File: src/rtl/core_pipe_pkg.sv
// Types and constants shared by the RV32I pipeline stages.
package core_pipe_pkg;
  localparam int XLEN = 32;
  localparam logic [XLEN-1:0] NOP_INST = 32'h0000_0013;

  typedef enum logic {BOOT, RUN} fetch_state_t;

  typedef struct packed {
    logic [XLEN-1:0] pc;
    logic [XLEN-1:0] inst;
    logic            valid;
  } if_id_t;
endpackage

File: src/rtl/sat_counter.sv
// Up-counter that sticks at all-ones instead of wrapping.
module sat_counter #(
  parameter int W = 16
) (
  input  logic         clk,
  input  logic         rst_n,
  input  logic         inc,
  output logic [W-1:0] count
);
  logic [W-1:0] count_q;

  always_ff @(posedge clk or negedge rst_n) begin
    if (!rst_n)                       count_q <= '0;
    else if (inc && (count_q != '1))  count_q <= count_q + 1'b1;
  end

  assign count = count_q;
endmodule

File: src/rtl/if_fetch_stage.sv
// PC generation and IF/ID register: boot delay, stall hold, redirect squash,
// plus saturating stall/flush counters.
module if_fetch_stage
  import core_pipe_pkg::*;
#(
  parameter logic [XLEN-1:0] RESET_PC    = 32'h0000_0000,
  parameter logic [XLEN-1:0] NOP_INST    = core_pipe_pkg::NOP_INST,
  parameter int              BOOT_CYCLES = 2,
  parameter int              CNT_W       = 16
) (
  input  logic              clk,
  input  logic              rst_n,
  input  logic              stall_i,
  input  logic              redirect_valid_i,
  input  logic [XLEN-1:0]   redirect_pc_i,
  output logic [XLEN-1:0]   imem_addr_o,
  input  logic [XLEN-1:0]   imem_rdata_i,
  output logic [XLEN-1:0]   if_id_pc_o,
  output logic [XLEN-1:0]   if_id_inst_o,
  output logic              if_id_valid_o,
  output logic              misalign_o,
  output logic [CNT_W-1:0]  stall_cnt_o,
  output logic [CNT_W-1:0]  flush_cnt_o
);
  localparam int          BW        = (BOOT_CYCLES > 1) ? $clog2(BOOT_CYCLES) : 1;
  localparam logic [BW-1:0] BOOT_LAST = BW'(BOOT_CYCLES - 1);
  localparam if_id_t      BUBBLE    = '{pc: '0, inst: NOP_INST, valid: 1'b0};

  fetch_state_t    state_q;
  logic [BW-1:0]   boot_cnt_q;
  logic [XLEN-1:0] pc_q;
  if_id_t          if_id_q;
  logic            misalign_q;
  logic            stall_inc, flush_inc;

  // Redirects are honoured in both states so an early branch is not lost;
  // imem_rdata_i is only consumed on the RUN advance path.
  always_ff @(posedge clk or negedge rst_n) begin
    if (!rst_n) begin
      state_q    <= BOOT;
      boot_cnt_q <= '0;
      pc_q       <= RESET_PC;
      if_id_q    <= BUBBLE;
      misalign_q <= 1'b0;
    end else begin
      misalign_q <= 1'b0;
      if (redirect_valid_i) begin
        pc_q       <= {redirect_pc_i[XLEN-1:2], 2'b00};
        misalign_q <= |redirect_pc_i[1:0];
      end
      case (state_q)
        BOOT: begin
          boot_cnt_q <= boot_cnt_q + 1'b1;
          if (boot_cnt_q == BOOT_LAST) state_q <= RUN;
        end
        RUN: begin
          if (redirect_valid_i) begin
            if_id_q <= BUBBLE;
          end else if (!stall_i) begin
            if_id_q <= '{pc: pc_q, inst: imem_rdata_i, valid: 1'b1};
            pc_q    <= pc_q + 32'd4;
          end
        end
        default: state_q <= BOOT;
      endcase
    end
  end

  assign stall_inc = (state_q == RUN) && stall_i && !redirect_valid_i;
  assign flush_inc = redirect_valid_i;

  sat_counter #(.W(CNT_W)) u_stall_cnt (
    .clk   (clk),
    .rst_n (rst_n),
    .inc   (stall_inc),
    .count (stall_cnt_o)
  );

  sat_counter #(.W(CNT_W)) u_flush_cnt (
    .clk   (clk),
    .rst_n (rst_n),
    .inc   (flush_inc),
    .count (flush_cnt_o)
  );

  assign imem_addr_o   = pc_q;
  assign if_id_pc_o    = if_id_q.pc;
  assign if_id_inst_o  = if_id_q.inst;
  assign if_id_valid_o = if_id_q.valid;
  assign misalign_o    = misalign_q;
endmodule

File: config.mk
export PLATFORM = sky130hd
export DESIGN_NAME = if_fetch_stage
export DESIGN_NICKNAME = d
export VERILOG_FILES = /design/src/rtl/core_pipe_pkg.sv /design/src/rtl/sat_counter.sv /design/src/rtl/if_fetch_stage.sv
export SDC_FILE = /design/constraint.sdc
export NUM_CORES = 1
export LEC_CHECK = 0
export ABC_AREA = 1
export CORE_MARGIN = 8
export CORE_UTILIZATION = 51
export CTS_CLUSTER_SIZE = 14
export DETAILED_ROUTE_END_ITERATION = 10
export PLACE_DENSITY = 0.86
export SYNTH_ARGS = -nofsm -noshare
export SYNTH_HDL_FRONTEND = slang
export SYNTH_SLANG_ARGS = --single-unit
File: constraint.sdc
create_clock -name clk -period 2.6 [get_ports clk]
set_input_delay 0.52 -clock clk [delete_from_list [all_inputs] [get_ports clk]]
set_output_delay 0.52 -clock clk [all_outputs]
set_load 0.01 [all_outputs]
==> metrics.md, run 1 <==
| Metric | Value |
|---|---|
| Largest net degree at the start of global routing | 68 |
| Leakage power figure | slightly above 4 nW |
| Initial antenna violation count | 0 |
| Global placement routability congestion | roughly 0.93 |
| Starting Density | about half |
| Worst setup SP type | flop |
| Unique masters post-synth | 46 |
| DRC violations left | 0 |
| Top Ports | between 150 and 200 |
| Max-Cap Viols | 0 |
| Root Driver | clkbuf_16 |
| YS warnings | 0 |
| Place WS | ~0.24 ns |
| # H-tree levels | 4 |
| CTS tree | yes |
| Drt wl/cell | 17.6 um |
| Crit path time final | slightly above 2 ns |
| Req. time, crit path | around 2.1 ns |
| First-pass DRT Iterations | 6 |
| Share of cells above drive strength 1 | just under 9% |
| Die ar. | between 15000 and 20000 um2 |
| Setup repair bufs after CTS | 0 |
| Mapped Nets | roughly 830 |
| Max stage delay on crit path | ~0.62 ns |
| Hold Slack | between 0.1 and 0.15 ns |
| Final std cells w/o fill | 1144 |
| Worst-path cell chain | clkdlybuf4s50_1 |
| IO buf count | about 200 |
| Area growth syn-to-layout | 42.4% |
| Top-count cell post-synth | nand2_1 |
| HP Class | in -> async |
| Fin crit share | between 70 and 80% |
| Cells after DPL | 1113 |
| Primary FF master, synth | dfrtp_1 |
| Slowest CP cell | clkdlybuf4s50_1 |
| Status | finished, final reports clean |
| CTS sink cnt | between 100 and 150 |
| Clock skew | ~0.011 ns |
| Total congestion overflow | 0 |
| Final non-filler cell area | approximately 9000 um2 |
| Crit path DAT | around 1.5 ns |
| Synth top area share | about half |
| RSZ-0062 raised after global routing | no |
| CP max FO | 7 |
| Core area | between 10000 and 15000 um2 |
| CTS buffer count | 17 |
| Setup TNS | 0 ns |
| Via count | between 6000 and 7000 |
| Worst Tran Pin Value | roughly 1.2 ns |
| Synth Instances | 760 |
| Setup Viol. Count Final | 0 |
| Avg Vias per Cell | roughly 5.4 |
| Peak VDD IR | 0.408 mV |
| Dpl cell area | 8620 um2 |
| Clk_lat worst skew | approximately 0.42 ns |
| Hold_buf cts | 0 |
| Crit Path Category | reg -> out |
| Critical Path End Type | output pin |
| Seq cells post-synth | 132 |
| Share of async-settable or async-resettable flops after synthesis | between 90% and 100% |
| Synth top area cells | dfrtp_1, nand2_1, nor2_1 |
| Seq/Total Area, Yosys | around half |
| # diodes | 0 |
| # resized after CTS | 0 |
| Die W | 129 um |
| FMAX | ~500 MHz |
| Post-synth top cells | nand2_1, dfrtp_1, nor2_1 |
| Reg clk slew, reported paths | 0.06 ns |
| Synth area leader | dfrtp_1 |
| Worst setup margin | approximately 0.58 ns |
| Drt first-iter violations | between 500 and 600 |
| Max-slew violations | 0 |
| Syn avg cell area | 8.52 um2 |
| Die Ht | approximately 130 um |
| DP Wirelength | approximately 14000 um |
| Cell area after synthesis | approximately 6500 um2 |
| Buf+Inv Stages, Crit Path | 1 |
| PwrDens | 686 nW/um2 |
| DRT antenna net count | 0 |
| Number of global-route vias before repair | slightly above 6000 |
| Total GRT Usage | about a quarter |
| Number of flops mapped to enable cells by yosys | 0 |
| Final net count | slightly above 1000 |
| Delay-heaviest family, CP | buffers and inverters |
| Final wirelength | around 20000 um |
| Clock Path Buffers | 2 |
| Slew margin rel. | roughly a fifth |
| Row Count | just over 40 |
| Final Hold Viols | 0 |
| Global-route wire length before repair | between 30000 and 40000 um |
-- cells by family (layout without fill, tap and decap cells) --
kind of cell	count (synthesis)	in the layout	synth area share, %
adder cells (fa/ha/maj)	3	3	0.580
buffers and inverters	92	304	6.09
AO/OA/AOI/OAI	132	132	13.5
flip-flops	132	132	51.1
AND/OR/NAND/NOR	373	373	24.9
XOR/XNOR	28	28	3.79
-- state kept, by name, summed over array words and instances, names as in the netlist --
signal	flops
state_q	1
if_id_valid_o	1
u_flush_cnt.count	16
u_stall_cnt.count	16
if_id_inst_o	32
imem_addr_o	32
boot_cnt_q	1
misalign_o	1
if_id_pc_o	32
-- worst paths after layout --
kind | from | endpoint | slack, ns | cells after the start
worst max-delay path | imem_addr_o[27] | imem_addr_o[27] | 0.58 | 1
worst min-delay path | rst_n | u_flush_cnt.count[8] | 0.11 | 1
max in group asynchronous | rst_n | imem_addr_o[12] | 1.74 | 2
worst min register to register | boot_cnt_q | boot_cnt_q | 0.47 | 2
min in group clk | boot_cnt_q | boot_cnt_q | 0.47 | 2
worst max register to register | u_flush_cnt.count[1] | u_flush_cnt.count[9] | 0.78 | 8
-- cells in the final DEF (no fill, tap or decap), drive strengths merged --
master,instances
o211ai,1
o221ai,2
nand3,37
buf,13
nor3,16
xnor2,12
clkinv,6
o21ai,53
dfrtp,129
o22a,3
clkbuf,23
o22ai,12
a31oi,7
nor2,83
xor2,16
a211oi,6
nand4,9
clkdlybuf4s50,196
and3,1
dfstp,3
nand3b,3
and2,1
ha,3
a22o,30
nand2,219
nor3b,2
clkinvlp,1
inv,62
a21oi,12
bufinv,3
a32oi,1
or2,2
o21bai,5
-- cell type report --
type,instances,area [um2]
flip-flops and latches,132,3310
fillers,921,3300
multi-input cells,536,2780
repair buffers,209,2080
clock buffers,23,478
inverters,64,243
well taps,172,215
clock inverters,8,125
-- report_power, final --
part / total, mW / leakage, nW / switching, mW / internal [mW]
sequential: 2.54 / 1.69 / 0.269 / 2.27
combinational: 1.34 / 2.11 / 0.660 / 0.684
clock: 2.45 / 0.293 / 0.869 / 1.58
-- metrics by stage --
| step | utilization (%) | total power, mW |
|---|---|---|
| 2_1_floorplan | - | 3.13 |
| 3_3_place_gp | 68.9 | 3.85 |
| 3_5_place_dp | 68.9 | 3.90 |
| 4_1_cts | 73.7 | 6.35 |
| 5_1_grt | 73.7 | 6.59 |
| 6_report | 73.7 | 6.33 |
-- metal layers --
layer	routed length, um	track usage (%)	vias up
met5	0	0	-
met4	313	8.36	0
met3	1660	7.36	26
met2	9960	40.7	258
met1	8230	30.1	2973
li1	-	-	2923
Note: power is estimated with default switching activity, not from simulation.
==> inputs of run 2 (changes only) <==
--- a/config.mk
+++ b/config.mk
@@ -7,10 +7,10 @@
 export LEC_CHECK = 0
 export ABC_AREA = 1
 export CORE_MARGIN = 8
-export CORE_UTILIZATION = 51
+export CORE_UTILIZATION = 43
 export CTS_CLUSTER_SIZE = 14
 export DETAILED_ROUTE_END_ITERATION = 10
-export PLACE_DENSITY = 0.86
+export PLACE_DENSITY = 0.77
 export SYNTH_ARGS = -nofsm -noshare
 export SYNTH_HDL_FRONTEND = slang
 export SYNTH_SLANG_ARGS = --single-unit
==> constraint.sdc (replaced) <==
create_clock -name clk -period 1.6 [get_ports clk]
set_input_delay 0.32 -clock clk [delete_from_list [all_inputs] [get_ports clk]]
set_output_delay 0.32 -clock clk [all_outputs]
set_load 0.01 [all_outputs]
==> run 2 against run 1 <==
Against the previous run:
- critical path depth is 6 higher
- flip-flop and latch count stayed put
- sequential power increased by 59%
- register-to-register slack lost 0.74 ns
- critical path type is now reg -> reg
- critical endpoint is now u_flush_cnt.count[9]
- count of clock-buffer cells in the layout is 4 lower
- core utilization decreased by 8.0 points
- final area up 6.7%
==> metrics.md, run 2 (synthesis results as in run 1) <==
| Metric | Value |
|---|---|
| Crit Path Category | reg -> reg |
| Clock skew | between 0.01 and 0.015 ns |
| Crit-path most repeated cell | nand2_1 |
| Switch share | 29.7% |
| PwrDens | around 1100 nW/um2 |
| Area growth syn-to-layout | 52.0% |
| Req. time, crit path | 1.95 ns |
| Share of cells above drive strength 1 | a little under a fifth |
| Worst setup SP type | flop |
| Final Hold Viols | 0 |
| Final wirelength | 20600 um |
| Die W | approximately 140 um |
| Fin crit share | between 90% and 100% |
| Most common cell after layout, fill and taps aside | nand2_1 |
| Drt first-iter violations | between 300 and 400 |
| Total congestion overflow | 0 |
| Slew margin rel. | ~70% |
| Largest net degree at the start of global routing | 46 |
| # diodes | 0 |
| # fillers | ~1300 |
| IO buf count | 197 |
| Core area | about 15000 um2 |
| Top Ports | between 150 and 200 |
| Final non-filler cell area | 9840 um2 |
| HP Class | in -> async |
| Die Ht | 139 um |
| Setup Viol. Count Final | 0 |
| Global placement routability congestion | ~0.96 |
| Internal power | roughly 7.4 mW |
| Dpl cell area | 9080 um2 |
| DRT antenna net count | 0 |
| FMAX | 639 MHz |
| Slowest CP cell | dfrtp_1 |
| CTS tree | yes |
| Avg Vias per Cell | between 5 and 6 |
| Initial antenna violation count | 0 |
| Max stage delay on crit path | roughly 0.47 ns |
| Critical Path End Type | flop |
| First-pass DRT Iterations | 5 |
| Clk pwr share | a little under two fifths |
| Starting Density | a little over two fifths |
| Max-slew violations | 0 |
| Row Count | between 40 and 50 |
| Setup TNS | 0 ns |
| Switching pwr | a little over 3 mW |
| Worst Tran Pin Value | roughly 0.43 ns |
| Drt wl/cell | around 17 um |
| Final net count | approximately 1100 |
| CP max FO | 5 |
| # H-tree levels | 4 |
| Leakage power figure | between 4 and 5 nW |
| DP Wirelength | approximately 15000 um |
| Logic pwr share | between 20% and 30% |
| Sequential Power Share | between 30% and 40% |
| Root Driver | clkbuf_16 |
| Reg clk slew, reported paths | 0.06 ns |
| Total GRT Usage | between 20% and 30% |
| Clock Path Buffers | 2 |
| DRC violations left | 0 |
| Crit path time final | 1.56 ns |
| CTS sink cnt | between 100 and 150 |
| Via count | roughly 6300 |
| Most frequent cells in the layout | nand2_1, dlygate4sd2_1, dfrtp_1 |
| CTS buffer count | 17 |
| Status | finished, final reports clean |
| Final core area utilization | around two thirds |
| Die ar. | around 19000 um2 |
| Max-Cap Viols | 0 |
| Number of global-route vias before repair | around 6400 |
| Global-route wire length before repair | approximately 33000 um |
| Worst-path cell chain | nand2_1, nor2_1, nand2_1, nor2_1, xor2_1, nand2_1, o21ai_2 |
| Clk_lat worst skew | roughly 0.43 ns |
| Crit path DAT | between 1.5 and 2 ns |
| Peak VDD IR | 0.787 mV |
| RSZ-0062 raised after global routing | yes |
## run 2: power by group through the flow
stage	clock network, mW	registers, mW	logic, mW
CTS	4.09	4.02	2.28
floorplan	0	4.23	0.852
finish	4.03	4.05	2.40
global placement	0	4.09	2.37
global route	4.23	4.10	2.65
detailed placement	0	4.11	2.41
## run 2: routing by layer
metal	up-vias	track usage, %	routed length, um
li1	3066	-	-
met1	2977	25.8	8550
met2	240	34.5	9920
met3	45	6.51	1520
met4	0	8.78	563
met5	-	0	0
## run 2: what timing repair did
action | in CTS | in global routing
setup endpoints to repair | 131 | 33
hold buffers | 1 | 0
gates cloned | 0 | 1
pin swaps | 0 | 9
hold endpoints to repair | 38 | 0
setup buffers | 11 | 9
resized for setup | 148 | 30
## run 2: path summary, 6_finish.rpt
kind	slack (ns)	cells past startpoint	start	endpoint
max	0.04	7	u_flush_cnt.count[2]	u_flush_cnt.count[9]
min	0.40	2	rst_n	misalign_o
max reg2reg	0.04	7	u_flush_cnt.count[2]	u_flush_cnt.count[9]
min reg2reg	0.47	2	boot_cnt_q	boot_cnt_q
max in group asynchronous	0.61	3	rst_n	imem_addr_o[17]
min in group clk	0.47	2	boot_cnt_q	boot_cnt_q
## run 2: stage by stage
step	hold WS, ns	total power [mW]	worst slack [ns]	std cells
after floorplan	0.0244	5.08	0.0191	760
after detailed placement	0.280	6.51	-0.266	1180
after CTS	0.403	10.4	0.00353	1224
after global placement	0.278	6.46	-0.192	1180
final	0.403	10.5	0.0358	1234
after global routing	0.431	11.0	-0.0578	1234
## run 2: area by class of cell
class / instances / area, um2 / share of cell area [%]
Timing Repair Buffer: 282 / 2560 / 26.0
Sequential cell: 132 / 3330 / 33.8
Multi-Input combinational cell: 536 / 2870 / 29.1
Inverter: 64 / 248 / 2.52
Clock buffer: 19 / 453 / 4.60
Clock inverter: 13 / 156 / 1.59
Tap cell: 188 / 235 / 2.39
## run 2: worst max-delay path, delay by kind of cell (launching register included)
family          cells  cell delay [ns]
simple gates        5             0.81
compound gates      1             0.05
xor+xnor            1             0.16
flops               1             0.47
